[config.mk]
export PLATFORM = sky130hd
export DESIGN_NAME = f_caller
export DESIGN_NICKNAME = d
export VERILOG_FILES = /design/src/rtl/f_caller.sv
export SDC_FILE = /design/constraint.sdc
export NUM_CORES = 1
export LEC_CHECK = 0
export BUFFER_PORTS_ARGS = -buffer_cell sky130_fd_sc_hd__buf_2
export CELL_PAD_IN_SITES_DETAIL_PLACEMENT = 1
export CELL_PAD_IN_SITES_GLOBAL_PLACEMENT = 2
export CORE_ASPECT_RATIO = 0.7
export CORE_UTILIZATION = 27
export DETAILED_ROUTE_END_ITERATION = 8
export PLACE_DENSITY = 0.82
export REMOVE_ABC_BUFFERS = 1
export SYNTH_ARGS = -nofsm -noshare
export SYNTH_HDL_FRONTEND = slang
export SYNTH_SLANG_ARGS = --single-unit
[constraint.sdc]
create_clock -name clk -period 1.4 [get_ports clk]
set_input_delay 0.07 -clock clk [delete_from_list [all_inputs] [get_ports clk]]
set_output_delay 0.07 -clock clk [all_outputs]
set_load 0.005 [all_outputs]
[src/rtl/f_caller.sv]
// f_caller: issues one start/done call to a generated callee per accepted
// argument pair and returns the callee result on a valid/ready stream.
// Includes a completed-call counter and a sticky timeout watchdog.
module f_caller #(
  parameter int unsigned W       = 32,
  parameter int unsigned TIMEOUT = 64
) (
  input  logic         clk,
  input  logic         reset,
  input  logic         in_valid,
  output logic         in_ready,
  input  logic [W-1:0] in_a,
  input  logic [W-1:0] in_b,
  output logic         out_valid,
  input  logic         out_ready,
  output logic [W-1:0] out_result,
  output logic         call_start,
  output logic [W-1:0] call_a,
  output logic [W-1:0] call_b,
  input  logic [W-1:0] call_result,
  input  logic         call_done,
  output logic         busy,
  output logic         timeout_err,
  output logic [15:0]  call_count
);

  // Timer is at least 8 bits and wide enough to hold TIMEOUT.
  localparam int unsigned TimerW = ($clog2(TIMEOUT + 1) > 8) ? $clog2(TIMEOUT + 1) : 8;
  localparam logic [TimerW-1:0] TimerLast = TimerW'(TIMEOUT - 1);

  typedef enum logic [2:0] {
    StIdle,
    StIssue,
    StWaitLow,
    StWaitHigh,
    StOutput,
    StError
  } state_e;

  state_e              state_q;
  logic [TimerW-1:0]   timer_q;
  logic                in_ready_q;
  logic                out_valid_q;
  logic                call_start_q;
  logic                busy_q;
  logic                timeout_err_q;
  logic [W-1:0]        call_a_q;
  logic [W-1:0]        call_b_q;
  logic [W-1:0]        out_result_q;
  logic [15:0]         call_count_q;

  // Call sequencing FSM with registered outputs and wait watchdog.
  always_ff @(posedge clk or negedge reset) begin
    if (!reset) begin
      state_q       <= StIdle;
      timer_q       <= '0;
      in_ready_q    <= 1'b1;
      out_valid_q   <= 1'b0;
      call_start_q  <= 1'b0;
      busy_q        <= 1'b0;
      timeout_err_q <= 1'b0;
      call_a_q      <= '0;
      call_b_q      <= '0;
      out_result_q  <= '0;
      call_count_q  <= '0;
    end else begin
      // Start is a single-cycle pulse; only acceptance raises it.
      call_start_q <= 1'b0;
      unique case (state_q)
        StIdle: begin
          if (in_valid && in_ready_q) begin
            call_a_q     <= in_a;
            call_b_q     <= in_b;
            call_start_q <= 1'b1;
            in_ready_q   <= 1'b0;
            busy_q       <= 1'b1;
            state_q      <= StIssue;
          end
        end
        StIssue: begin
          timer_q <= '0;
          state_q <= StWaitLow;
        end
        StWaitLow: begin
          // A done left high by the previous call is not a completion.
          timer_q <= timer_q + TimerW'(1);
          if (timer_q == TimerLast) begin
            timeout_err_q <= 1'b1;
            state_q       <= StError;
          end else if (!call_done) begin
            state_q <= StWaitHigh;
          end
        end
        StWaitHigh: begin
          timer_q <= timer_q + TimerW'(1);
          // Completion on the final wait cycle still counts as in time.
          if (call_done) begin
            out_result_q <= call_result;
            call_count_q <= call_count_q + 16'd1;
            out_valid_q  <= 1'b1;
            state_q      <= StOutput;
          end else if (timer_q == TimerLast) begin
            timeout_err_q <= 1'b1;
            state_q       <= StError;
          end
        end
        StOutput: begin
          if (out_ready) begin
            out_valid_q <= 1'b0;
            in_ready_q  <= 1'b1;
            busy_q      <= 1'b0;
            state_q     <= StIdle;
          end
        end
        StError: begin
          state_q <= StError;
        end
        default: begin
          in_ready_q  <= 1'b1;
          out_valid_q <= 1'b0;
          busy_q      <= 1'b0;
          state_q     <= StIdle;
        end
      endcase
    end
  end

  // in_ready must read 0 for the whole time reset is held low.
  assign in_ready    = in_ready_q & reset;
  assign out_valid   = out_valid_q;
  assign out_result  = out_result_q;
  assign call_start  = call_start_q;
  assign call_a      = call_a_q;
  assign call_b      = call_b_q;
  assign busy        = busy_q;
  assign timeout_err = timeout_err_q;
  assign call_count  = call_count_q;

endmodule

==> qor.yml <==
worst_hold_path:
  hold_class: "input port to register"
clocking:
  cts_made_buffers: 17
  cts.sinks: 128
  cts_tree: "built"
  root_buffer: "clkbuf_16"
  clock_latency_ps: 410
  cts_buffer_depth: 2
  htree_levels: 4
  clkTransAtPathRegs_ps: 60
yosys:
  synth_cell_type_count: 41
  synthMuxAreaShare: 0.165
  seq_area_frac_synth: 0.615
  synthSimpleGateAreaFrac: 0.140
  yosys_warnings: 0
  synth_seq_cells: 128
  syn_area_per_cell_sq_um: 12.6
  syn_inst: 414
  synth_top_family_by_area: "multiplexers"
  synth-compound-area-share: 0.0247
  synthXorXnorAreaFrac: 0.0252
  syn_area_sq_um: 5210
  synth_adder_area_share: 0.00480
sta:
  holdWs_ps: 92.6
  rsz0062_at_grt: "true"
  layout_min_cycle_time_ps: 1450
  worst_pin_slew_ps: 363
  skew_ps: 9.90
  final.period_utilization: 1.04
  slew_violations: 0
  slew_headroom: 0.758
  final-setup-viol-count: 59
  setup_ws_ps: -54.6
  fmaxAchievable_mhz: 687
  finalHoldViolations: 0
final_layout:
  seq_area_sq_um: 3210
  nets: 882
  n_fill_cell: 2065
  layout-drive-gt1-share: 0.511
  area_growth_pct: 69.6
  multiInputGateArea_sq_um: 2040
power:
  p_per_area_nw_per_um2: 1880
  total_power_mw: 16.7
  vdd_ir_drop_max_uv: 758
  power.leakage_nw: 4.68
die:
  ios: 218
  die_x_um: 168
  die_height_um: 118
  num_rows: 42
  core_area_sq_um: 18900
  start_util: 0.275
  die_area_sq_um: 19900
grt:
  grt_use_total: 0.179
  antenna_found_initial: 1
  grt_pass1_wl_um: 27500
  grt_max_degree: 66
  grt_pass1_vias: 5233
  gr-total-overflow: 0
routing:
  drtPass1Iterations: 4
  via_per_inst: 4.42
  wl_per_cell_um: 16.9
  drtIter0Drc: 146
  antenna_left: 0
  drc: 0
  wirelength_um: 17500
  dr_total_vias: 4574
worst_setup_path:
  crit_fanout: 5
  cp.required_ps: 1700
  critPathArrivalTime_ps: 1750
  cp-start-kind: "register"
  critPathKind: "register to register"
  worstSetupEndpointType: "register"
outcome:
  status: "finished, violations left"
  violations: "setup timing"
placement:
  dp_hpwl_um: 11100
  place_ws_ps: -112
  io_buffers: 217
  gp_congestion: 0.778
job:
  max_cap_viol_count: 0
==> sequential cells by signal (all words and copies together), names as in the netlist <==
register and count:
call_a 32, busy 1, call_start 1, timer_q 8, out_valid 1, call_count 16, in_ready_q 1, call_b 32
state_q 3, timeout_err 1, out_result 32
==> cells in the mapped netlist <==
cell        n  share of area
xnor2_1     8          0.013
mux2i_1     4         0.0077
nor3_2      4         0.0077
buf_6       4         0.0086
and4b_1     1         0.0019
a21oi_1     6         0.0058
inv_1       4         0.0029
nor3_1      1        0.00096
ha_1        2         0.0048
nand4_2     2         0.0048
inv_2       1        0.00072
nand3_1     7         0.0067
nor2_2      1         0.0012
or2_2       1         0.0012
dfrtp_1   127           0.61
nand4b_4    1         0.0046
nor2_1      9         0.0065
and3_1      3         0.0036
nor2b_1     1         0.0012
a21o_1      1         0.0014
and2_1      2         0.0024
nand2_1   117          0.084
xor2_1      7          0.012
a22o_1      2         0.0034
o41ai_1     1         0.0017
mux2_2     33          0.071
mux2_1      4         0.0086
o21ai_1     1        0.00096
mux2_4     27          0.078
clkbuf_1    3         0.0022
nor4_4      1         0.0041
buf_2       9         0.0086
a31o_2      1         0.0017
nand2b_1    1         0.0012
nand4_1     4         0.0048
o311ai_0    1         0.0017
and4_1      2         0.0034
o211ai_1    1         0.0014
o21ai_0     7         0.0067
dfstp_2     1         0.0050
buf_4       1         0.0014
==> path summary, 6_finish.rpt <==
check,from,endpoint,slack [ps],cells after the start
worst max-delay path,state_q[0]$_DFFE_PN0P_,out_result[18]$_DFFE_PN0P_,-50,7
worst max register to register,state_q[0]$_DFFE_PN0P_,out_result[18]$_DFFE_PN0P_,-50,7
max in group asynchronous,reset,in_ready_q$_DFFE_PN1P_,790,3
worst min register to register,call_count[15]$_DFFE_PN0P_,call_count[15]$_DFFE_PN0P_,460,1
worst min-delay path,call_done,state_q[1]$_DFFE_PN0P_,90,4
min in group asynchronous,reset,call_a[24]$_DFFE_PN0P_,270,3
==> cells by family after synthesis <==
| family | after synthesis |
|---|---|
| compound gates | 21 |
| buf+inv | 22 |
| xor+xnor | 15 |
| mux | 68 |
| fa+ha+maj | 2 |
| simple gates | 158 |
| flops | 128 |
==> cell type report <==
type                       instances  area share
inverter                           5     0.00212
antenna                            1    0.000283
clock inverter                    12      0.0208
timing repair buffer             363       0.297
clock buffer                      20      0.0505
multi-input combinational        264       0.231
sequential                       128       0.364
tap                              242      0.0343
==> critical path: stages, from the launching register on <==
cell	delay, ps
dfrtp_2	430
buf_6	130
and4b_1	210
buf_6	140
buf_4	150
buf_4	150
nand2_1	80
nand2_1	50
==> per-layer routing <==
| metal | global-route usage | vias to the layer above | wire (um) |
|---|---|---|---|
| li1 | - | 2113 | - |
| met1 | 0.194 | 2283 | 6910 |
| met2 | 0.321 | 143 | 9290 |
| met3 | 0.0509 | 35 | 839 |
| met4 | 0.0869 | 0 | 502 |
| met5 | 0 | - | 0 |
==> metrics by stage <==
stage | setup TNS, ps | area (sq um) | util | instances
finish | -855 | 8840 | 0.467 | 1035
global route | -4780 | 8840 | 0.467 | 1035
CTS | -5430 | 8490 | 0.449 | 1024
detailed placement | -6270 | 6820 | 0.360 | 891
global placement | -3010 | 6820 | 0.360 | 891
floorplan | -114330 | 5100 | - | 397
==> report_power, final <==
group | leakage [nW] | switching (mW) | internal, mW
sequential | 1.61 | 0.972 | 5.21
combinational | 2.77 | 2.48 | 3.24
clock | 0.301 | 1.70 | 3.04
total | 4.68 | 5.16 | 11.5
==> timing repair <==
action	in CTS	in global routing
endpoints found under the setup margin	98	116
pin swaps	2	14
gates cloned	0	5
setup buffers	2	5
hold buffers	99	0
gates resized for setup	12	57
hold endpoints to repair	225	0
==> cells in the final DEF (no fill, tap or decap), drive strengths merged, types with 2 or more instances in the layout <==
| cell | n |
|---|---|
| nand3 | 7 |
| inv | 6 |
| bufinv | 4 |
| nand2 | 117 |
| nor3 | 5 |
| clkbuf | 23 |
| a21oi | 6 |
| mux2i | 4 |
| xor2 | 7 |
| and3 | 3 |
| o21ai | 8 |
| clkinv | 5 |
| mux2 | 64 |
| xnor2 | 8 |
| nor2 | 10 |
| nand4 | 6 |
| clkinvlp | 2 |
| buf | 261 |
| a22o | 2 |
| and4 | 2 |
| dlygate4sd3 | 99 |
| ha | 2 |
| and2 | 2 |
| dfrtp | 127 |
(Power assumes the default switching activity.)
